### src/rtl/mc_sequencer_if.sv
// ---------------------------------------------------------------------------
// mc_sequencer_if
//   Bundles the sequencer's instruction-fetch handshake and its register-file
//   read/write ports.
//   master modport (sequencer side):
//     out: imem_req, pc, rf_rd_addr, rf_wr_en, rf_wr_addr, rf_wr_data
//     in : imem_ack, imem_data, rf_rd_data
//   slave modport (memory / register-file side): mirror of master.
// ---------------------------------------------------------------------------
interface mc_sequencer_if #(
  parameter int ADDRESS_LEN = 4,
  parameter int DATA_LEN    = 16,
  parameter int PC_LEN      = 8
) ();
  logic                   imem_req;
  logic                   imem_ack;
  logic [DATA_LEN-1:0]    imem_data;
  logic [PC_LEN-1:0]      pc;
  logic [ADDRESS_LEN-1:0] rf_rd_addr;
  logic [DATA_LEN-1:0]    rf_rd_data;
  logic                   rf_wr_en;
  logic [ADDRESS_LEN-1:0] rf_wr_addr;
  logic [DATA_LEN-1:0]    rf_wr_data;

  modport master (
    output imem_req, pc, rf_rd_addr, rf_wr_en, rf_wr_addr, rf_wr_data,
    input  imem_ack, imem_data, rf_rd_data
  );

  modport slave (
    input  imem_req, pc, rf_rd_addr, rf_wr_en, rf_wr_addr, rf_wr_data,
    output imem_ack, imem_data, rf_rd_data
  );
endinterface

### src/rtl/mc_sequencer.sv
// ---------------------------------------------------------------------------
// mc_sequencer
//   Multi-cycle micro-sequencer: fetches 16-bit instructions, reads up to two
//   register operands one per cycle, executes ADD/SUB/AND/OR/LDI/JMP/NOP/HALT
//   and writes the result back through a single register-file write port.
//   Ports:
//     clk     - rising-edge clock
//     rst     - asynchronous active-low reset
//     bus     - mc_sequencer_if.master (fetch handshake + register-file ports)
//     halted  - high while the sequencer sits in HALTED
//     illegal - one-cycle pulse while an undefined opcode is being decoded
//   Every output comes straight from a flop; the output flops are loaded from
//   the next-state values so each output lines up with the state it belongs to.
// ---------------------------------------------------------------------------
module mc_sequencer #(
  parameter int ADDRESS_LEN = 4,
  parameter int DATA_LEN    = 16,
  parameter int PC_LEN      = 8
) (
  input  logic           clk,
  input  logic           rst,
  mc_sequencer_if.master bus,
  output logic           halted,
  output logic           illegal
);

  typedef enum logic [2:0] {
    ST_IDLE   = 3'd0,
    ST_FETCH  = 3'd1,
    ST_DECODE = 3'd2,
    ST_READ_A = 3'd3,
    ST_READ_B = 3'd4,
    ST_EXEC   = 3'd5,
    ST_WB     = 3'd6,
    ST_HALTED = 3'd7
  } state_t;

  localparam logic [3:0] OP_NOP  = 4'h0;
  localparam logic [3:0] OP_ADD  = 4'h1;
  localparam logic [3:0] OP_SUB  = 4'h2;
  localparam logic [3:0] OP_AND  = 4'h3;
  localparam logic [3:0] OP_OR   = 4'h4;
  localparam logic [3:0] OP_LDI  = 4'h5;
  localparam logic [3:0] OP_JMP  = 4'h6;
  localparam logic [3:0] OP_HALT = 4'hF;

  localparam logic [PC_LEN-1:0]      PC_ONE    = {{(PC_LEN-1){1'b0}}, 1'b1};
  localparam logic [PC_LEN-1:0]      PC_ZERO   = {PC_LEN{1'b0}};
  localparam logic [DATA_LEN-1:0]    DATA_ZERO = {DATA_LEN{1'b0}};
  localparam logic [ADDRESS_LEN-1:0] ADDR_ZERO = {ADDRESS_LEN{1'b0}};

  // Opcodes 0x7..0xE are undefined and decode as a NOP with an illegal pulse.
  function automatic logic op_is_illegal(input logic [3:0] op);
    logic res;
    case (op)
      OP_NOP, OP_ADD, OP_SUB, OP_AND, OP_OR, OP_LDI, OP_JMP, OP_HALT: res = 1'b0;
      default:                                                        res = 1'b1;
    endcase
    return res;
  endfunction

  // Two-operand ALU; results wrap modulo 2^DATA_LEN.
  function automatic logic [DATA_LEN-1:0] alu(input logic [3:0]          op,
                                                input logic [DATA_LEN-1:0] a,
                                                input logic [DATA_LEN-1:0] b);
    logic [DATA_LEN-1:0] res;
    case (op)
      OP_ADD:  res = a + b;
      OP_SUB:  res = a - b;
      OP_AND:  res = a & b;
      OP_OR:   res = a | b;
      default: res = DATA_ZERO;
    endcase
    return res;
  endfunction

  state_t              state_r,  state_s;
  logic [PC_LEN-1:0]   pc_r,     pc_s;
  logic [DATA_LEN-1:0] instr_r,  instr_s;
  logic [DATA_LEN-1:0] opa_r,    opa_s;
  logic [DATA_LEN-1:0] opb_r,    opb_s;
  logic [DATA_LEN-1:0] result_r, result_s;

  logic                   imem_req_r,   imem_req_s;
  logic [ADDRESS_LEN-1:0] rf_rd_addr_r, rf_rd_addr_s;
  logic                   rf_wr_en_r,   rf_wr_en_s;
  logic [ADDRESS_LEN-1:0] rf_wr_addr_r, rf_wr_addr_s;
  logic [DATA_LEN-1:0]    rf_wr_data_r, rf_wr_data_s;
  logic                   halted_r,     halted_s;
  logic                   illegal_r,    illegal_s;

  logic [3:0] op_r;
  logic [7:0] imm_r;

  assign op_r  = instr_r[15:12];
  assign imm_r = instr_r[7:0];

  // Next-state and datapath register updates.
  always_comb begin
    state_s  = state_r;
    pc_s     = pc_r;
    instr_s  = instr_r;
    opa_s    = opa_r;
    opb_s    = opb_r;
    result_s = result_r;
    case (state_r)
      ST_IDLE: state_s = ST_FETCH;
      ST_FETCH: begin
        if (bus.imem_ack) begin
          instr_s = bus.imem_data;
          pc_s    = pc_r + PC_ONE;
          state_s = ST_DECODE;
        end else begin
          state_s = ST_FETCH;
        end
      end
      ST_DECODE: begin
        case (op_r)
          OP_ADD, OP_SUB, OP_AND, OP_OR: state_s = ST_READ_A;
          OP_LDI: begin
            result_s = DATA_LEN'(imm_r);
            state_s  = ST_WB;
          end
          OP_JMP: begin
            pc_s    = PC_LEN'(imm_r);
            state_s = ST_FETCH;
          end
          OP_HALT: state_s = ST_HALTED;
          // NOP and undefined opcodes both return to fetch.
          default: state_s = ST_FETCH;
        endcase
      end
      ST_READ_A: begin
        opa_s   = bus.rf_rd_data;
        state_s = ST_READ_B;
      end
      ST_READ_B: begin
        opb_s   = bus.rf_rd_data;
        state_s = ST_EXEC;
      end
      ST_EXEC: begin
        result_s = alu(op_r, opa_r, opb_r);
        state_s  = ST_WB;
      end
      ST_WB:     state_s = ST_FETCH;
      ST_HALTED: state_s = ST_HALTED;
      default:   state_s = ST_IDLE;
    endcase
  end

  // Output values for the state being entered, so the output flops track state.
  // instr_s is used for the register fields because it already holds the
  // instruction that the entered state works on.
  always_comb begin
    imem_req_s   = 1'b0;
    rf_rd_addr_s = ADDR_ZERO;
    rf_wr_en_s   = 1'b0;
    rf_wr_addr_s = ADDR_ZERO;
    rf_wr_data_s = DATA_ZERO;
    halted_s     = 1'b0;
    illegal_s    = 1'b0;
    case (state_s)
      ST_FETCH:  imem_req_s   = 1'b1;
      ST_DECODE: illegal_s    = op_is_illegal(instr_s[15:12]);
      ST_READ_A: rf_rd_addr_s = ADDRESS_LEN'(instr_s[7:4]);
      ST_READ_B: rf_rd_addr_s = ADDRESS_LEN'(instr_s[3:0]);
      ST_WB: begin
        rf_wr_en_s   = 1'b1;
        rf_wr_addr_s = ADDRESS_LEN'(instr_s[11:8]);
        rf_wr_data_s = result_s;
      end
      ST_HALTED: halted_s = 1'b1;
      default:   imem_req_s = 1'b0;
    endcase
  end

  // State and datapath registers.
  always_ff @(posedge clk or negedge rst) begin
    if (!rst) begin
      state_r  <= ST_IDLE;
      pc_r     <= PC_ZERO;
      instr_r  <= DATA_ZERO;
      opa_r    <= DATA_ZERO;
      opb_r    <= DATA_ZERO;
      result_r <= DATA_ZERO;
    end else begin
      state_r  <= state_s;
      pc_r     <= pc_s;
      instr_r  <= instr_s;
      opa_r    <= opa_s;
      opb_r    <= opb_s;
      result_r <= result_s;
    end
  end

  // Output registers; reset clears them asynchronously, aborting any write.
  always_ff @(posedge clk or negedge rst) begin
    if (!rst) begin
      imem_req_r   <= 1'b0;
      rf_rd_addr_r <= ADDR_ZERO;
      rf_wr_en_r   <= 1'b0;
      rf_wr_addr_r <= ADDR_ZERO;
      rf_wr_data_r <= DATA_ZERO;
      halted_r     <= 1'b0;
      illegal_r    <= 1'b0;
    end else begin
      imem_req_r   <= imem_req_s;
      rf_rd_addr_r <= rf_rd_addr_s;
      rf_wr_en_r   <= rf_wr_en_s;
      rf_wr_addr_r <= rf_wr_addr_s;
      rf_wr_data_r <= rf_wr_data_s;
      halted_r     <= halted_s;
      illegal_r    <= illegal_s;
    end
  end

  assign bus.imem_req   = imem_req_r;
  assign bus.pc         = pc_r;
  assign bus.rf_rd_addr = rf_rd_addr_r;
  assign bus.rf_wr_en   = rf_wr_en_r;
  assign bus.rf_wr_addr = rf_wr_addr_r;
  assign bus.rf_wr_data = rf_wr_data_r;
  assign halted         = halted_r;
  assign illegal        = illegal_r;

endmodule

### src/flat_wrapper.sv
// flat-port wrapper written by rule: the top's interface ports become plain ports
module mc_sequencer_flat 
#(
  parameter int ADDRESS_LEN = 4,
  parameter int DATA_LEN    = 16,
  parameter int PC_LEN      = 8
)
  (clk, rst, halted, illegal, bus_imem_req, bus_pc, bus_rf_rd_addr, bus_rf_wr_en, bus_rf_wr_addr, bus_rf_wr_data, bus_imem_ack, bus_imem_data, bus_rf_rd_data);
  mc_sequencer_if #(.ADDRESS_LEN(ADDRESS_LEN), .DATA_LEN(DATA_LEN), .PC_LEN(PC_LEN)) bus_i ();
  input  logic clk;
  input  logic rst;
  output logic halted;
  output logic illegal;
  output wire logic [$bits(bus_i.imem_req)-1:0] bus_imem_req;
  output wire logic [$bits(bus_i.pc)-1:0] bus_pc;
  output wire logic [$bits(bus_i.rf_rd_addr)-1:0] bus_rf_rd_addr;
  output wire logic [$bits(bus_i.rf_wr_en)-1:0] bus_rf_wr_en;
  output wire logic [$bits(bus_i.rf_wr_addr)-1:0] bus_rf_wr_addr;
  output wire logic [$bits(bus_i.rf_wr_data)-1:0] bus_rf_wr_data;
  input wire logic [$bits(bus_i.imem_ack)-1:0] bus_imem_ack;
  input wire logic [$bits(bus_i.imem_data)-1:0] bus_imem_data;
  input wire logic [$bits(bus_i.rf_rd_data)-1:0] bus_rf_rd_data;
  assign bus_imem_req = bus_i.imem_req;
  assign bus_pc = bus_i.pc;
  assign bus_rf_rd_addr = bus_i.rf_rd_addr;
  assign bus_rf_wr_en = bus_i.rf_wr_en;
  assign bus_rf_wr_addr = bus_i.rf_wr_addr;
  assign bus_rf_wr_data = bus_i.rf_wr_data;
  assign bus_i.imem_ack = bus_imem_ack;
  assign bus_i.imem_data = bus_imem_data;
  assign bus_i.rf_rd_data = bus_rf_rd_data;
  mc_sequencer #(.ADDRESS_LEN(ADDRESS_LEN), .DATA_LEN(DATA_LEN), .PC_LEN(PC_LEN)) u_core (.clk(clk), .rst(rst), .bus(bus_i), .halted(halted), .illegal(illegal));
endmodule
### config.mk
export PLATFORM = sky130hd
export DESIGN_NAME = mc_sequencer_flat
export DESIGN_NICKNAME = d
export VERILOG_FILES = /design/src/rtl/mc_sequencer_if.sv /design/src/rtl/mc_sequencer.sv /design/src/flat_wrapper.sv
export SDC_FILE = /design/constraint.sdc
export NUM_CORES = 1
export LEC_CHECK = 0
export CAP_MARGIN = 30
export CORE_ASPECT_RATIO = 0.5
export CORE_MARGIN = 3
export CORE_UTILIZATION = 59
export DETAILED_ROUTE_END_ITERATION = 6
export GPL_TIMING_DRIVEN = 0
export PLACE_DENSITY = 0.85
export SLEW_MARGIN = 20
export SYNTH_ARGS = -nofsm -noshare
export SYNTH_HDL_FRONTEND = slang
export SYNTH_SLANG_ARGS = --single-unit
### constraint.sdc
create_clock -name clk -period 7.6 [get_ports clk]
set_input_delay 0.76 -clock clk [delete_from_list [all_inputs] [get_ports clk]]
set_output_delay 0.76 -clock clk [all_outputs]
set_load 0.05 [all_outputs]
==> impl_metrics.tcl <==
set metrics [dict create \
    synthCells 513 \
    path_buf_inv 2 \
    drc 0 \
    tritoncts "yes" \
    crit_family "simple AND/OR/NAND/NOR gates" \
    root_buffer "clkbuf_16" \
    rows 23 \
    outcome "complete, no violations" \
    seq_area_frac_synth_pct 44.2 \
    cts_sinks 92 \
    grt_pass1_vias 4155 \
    worstSetupPathType "reg2reg" \
    drv_cap 0 \
    synth_top_cells_by_count "92 x dfrtp_1, 35 x nand2_1, 33 x nor2_1" \
    grt_pass1_wl_mm 21.0 \
    gr-usage-met3_pct 5.00 \
    ys_types 66 \
    synthesis.yosys.warnings 0 \
    synthArstFlopShare_pct 100 \
    dieArea_um2 10100 \
    ys_top_cells_by_area "dfrtp_1 44%, mux2_2 5.8%, ha_1 4.6%, xnor2_1 3.2%, mux2_1 2.6%" \
    post_cts_buffers 0 \
    gp_congestion 0.923 \
    fin_skew_ps 10.3 \
    required_ps 7810 \
    route.final.wire_length_mm 13.0 \
    synth_top_area_cell "dfrtp_1" \
    cp_max_fo 10 \
    ctsHoldBuffers 0 \
    n_fill_cell 572 \
    grt_overflow 0 \
    cp_slowest_cell "nor3_1" \
    die_w_um 139 \
    place.port_buffers 70 \
    drt-vias-per-instance 6.08 \
    htree_num_levels 3 \
    slowest_delay_ps 740 \
    cp-start-kind "flip-flop" \
    clk_path_buf_depth 2 \
    synth_top_area_share_pct 44.2 \
    ios 71 \
    numCtsBuffers 9 \
    area_growth_pct 22.2 \
    ys_dominant_reg_cell "dfrtp_1" \
    dp_hpwl_mm 9.27 \
    synth_area_per_cell_um2 10.2 \
    final_antenna_net_count 0 \
    final.min_clock_period_ps 3930 \
    post-place-ws_ps 3830 \
    clock_latency_ps 340 \
    num_antenna_cells 0 \
    wl_per_cell_um 18.3 \
    grt.busiest_layer "met2" \
    drt_pass1_iterations 5 \
    met2_usage_pct 43.5 \
    endpoint_kind "flip-flop" \
    drtIter0Drc 378 \
    crit_chain "buf_2 -> nand2b_4 -> nor3_1 -> buf_2 -> nor2_1 -> xnor2_1 -> ha_1 -> a21o_1 -> a21oi_1 -> a21oi_1 -> or3_1 -> a31oi_1 -> nor2_1" \
    clkTransAtPathRegs_ps 70 \
    hold_viol_final 0 \
    grt_usage_pct 26.2 \
    nets 650 \
    num_vias 4326 \
    max_freq_ghz 0.255 \
    ir_worst_vdd_v 0.000277 \
    synth-seq-cells 92 \
    syn-num-nets 568 \
    die_h_um 72.4 \
    min_path_type "in2async" \
    synth_edf_count 0 \
    tns_ps 0 \
    drive_gt1_share_pct 12.0 \
    worst_pin_slew_ps 966 \
    powerDensity_nw_per_um2 538 \
    setup_viol 0 \
    slew_headroom_pct 35.1 \
    p_leak_uw 0.00280 \
    use_met1_pct 35.0 \
    fin_ws_ps 3670 \
    rsz0062_at_grt "no" \
    reg2regPathDepth 13 \
    start_util_pct 62.8 \
    maxSlewViolCount 0 \
    crit_cells 13 \
    core_um2 8290 \
    post_cts_resize_count 0 \
    netlist_area_um2 5210 \
    timing.final.crit_share_pct 51.7 \
    synthMostInstantiatedCell "dfrtp_1" \
    cp.arrival_ps 4130 \
    grt_max_degree 56 \
    antenna_found_initial 0 \
]
-- state kept, by name (all words and copies together) (netlist names) --
signal,cells
u_core.bus.rf_wr_data,16
u_core.instr_r,16
u_core.opa_r,16
u_core.opb_r,16
u_core.bus.pc,8
u_core.result_r,5
u_core.bus.rf_rd_addr,4
u_core.bus.rf_wr_addr,4
u_core.state_r,3
u_core.bus.imem_req,1
u_core.bus.rf_wr_en,1
u_core.halted,1
u_core.illegal,1
-- per-layer routing --
metal  vias up  wire length (µm)
met5         -                 0
met4         0               286
met3        30               866
met2       178              6070
met1      2101              5790
li1       2017                 -
-- worst reg2reg max path, stage by stage (launching register included) --
cell	delay, ps
dfrtp_1	370
buf_2	190
nand2b_4	190
nor3_1	740
buf_2	380
nor2_1	90
xnor2_1	130
ha_1	330
a21o_1	260
a21oi_1	310
a21oi_1	180
or3_1	370
a31oi_1	160
nor2_1	80
-- path summary, 6_finish.rpt --
path	slack, ps	start	endpoint
max in group asynchronous	6480	rst	u_core.opb_r[14]$_DFFE_PN0P_
max	3670	u_core.instr_r[12]$_DFF_PN0_	u_core.bus.rf_wr_data[8]$_DFF_PN0_
min	450	rst	u_core.instr_r[7]$_DFF_PN0_
min reg2reg	480	u_core.instr_r[10]$_DFF_PN0_	u_core.instr_r[10]$_DFF_PN0_
max reg2reg	3670	u_core.instr_r[12]$_DFF_PN0_	u_core.bus.rf_wr_data[8]$_DFF_PN0_
min in group clk	480	u_core.instr_r[10]$_DFF_PN0_	u_core.instr_r[10]$_DFF_PN0_
-- cell families after synthesis --
kind of cell / count (synthesis) / share of synthesized area, %
compound gates: 142 / 18.0
simple gates: 142 / 15.0
flops: 92 / 44.2
buf+inv: 46 / 3.80
mux: 46 / 9.78
xor+xnor: 25 / 4.20
fa+ha+maj: 20 / 4.95
-- metrics by stage --
step                      cells  utilization, %  hold slack, ps  area [µm²]  total power (µW)
final                       712            76.8             454        6370              3430
after global routing        712            76.8             497        6370              3650
after floorplan             513               -             447        5210              2410
after detailed placement    696            73.2             467        6070              2920
after global placement      695            73.0             456        6050              2840
after CTS                   712            76.8             482        6370              3390
-- power breakdown --
| part | total [µW] | internal (µW) | switching [µW] |
|---|---|---|---|
| combinational | 2080 | 847 | 1230 |
| clock | 455 | 258 | 197 |
| sequential | 893 | 695 | 197 |
-- layout make-up --
class | instances | area, µm² | area share [%]
clock buffer | 10 | 229 | 3.60
multi-input combinational | 375 | 2710 | 42.5
tap | 112 | 140 | 2.20
buffer | 23 | 111 | 1.75
sequential | 92 | 2300 | 36.2
timing repair buffer | 71 | 718 | 11.3
clock inverter | 6 | 71.3 | 1.12
inverter | 23 | 86.3 | 1.36
-- cells in the final DEF (no fill, tap or decap), types with 12 or more instances in the layout --
cell type	instances
a21o_1	16
a21oi_1	26
buf_2	14
clkdlybuf4s50_1	69
dfrtp_1	92
ha_1	19
inv_1	21
mux2_1	12
mux2_2	27
nand2_1	35
nor2_1	33
o21ai_0	25
o21ai_1	17
xnor2_1	19
Note: power is estimated with default switching activity, not from simulation.
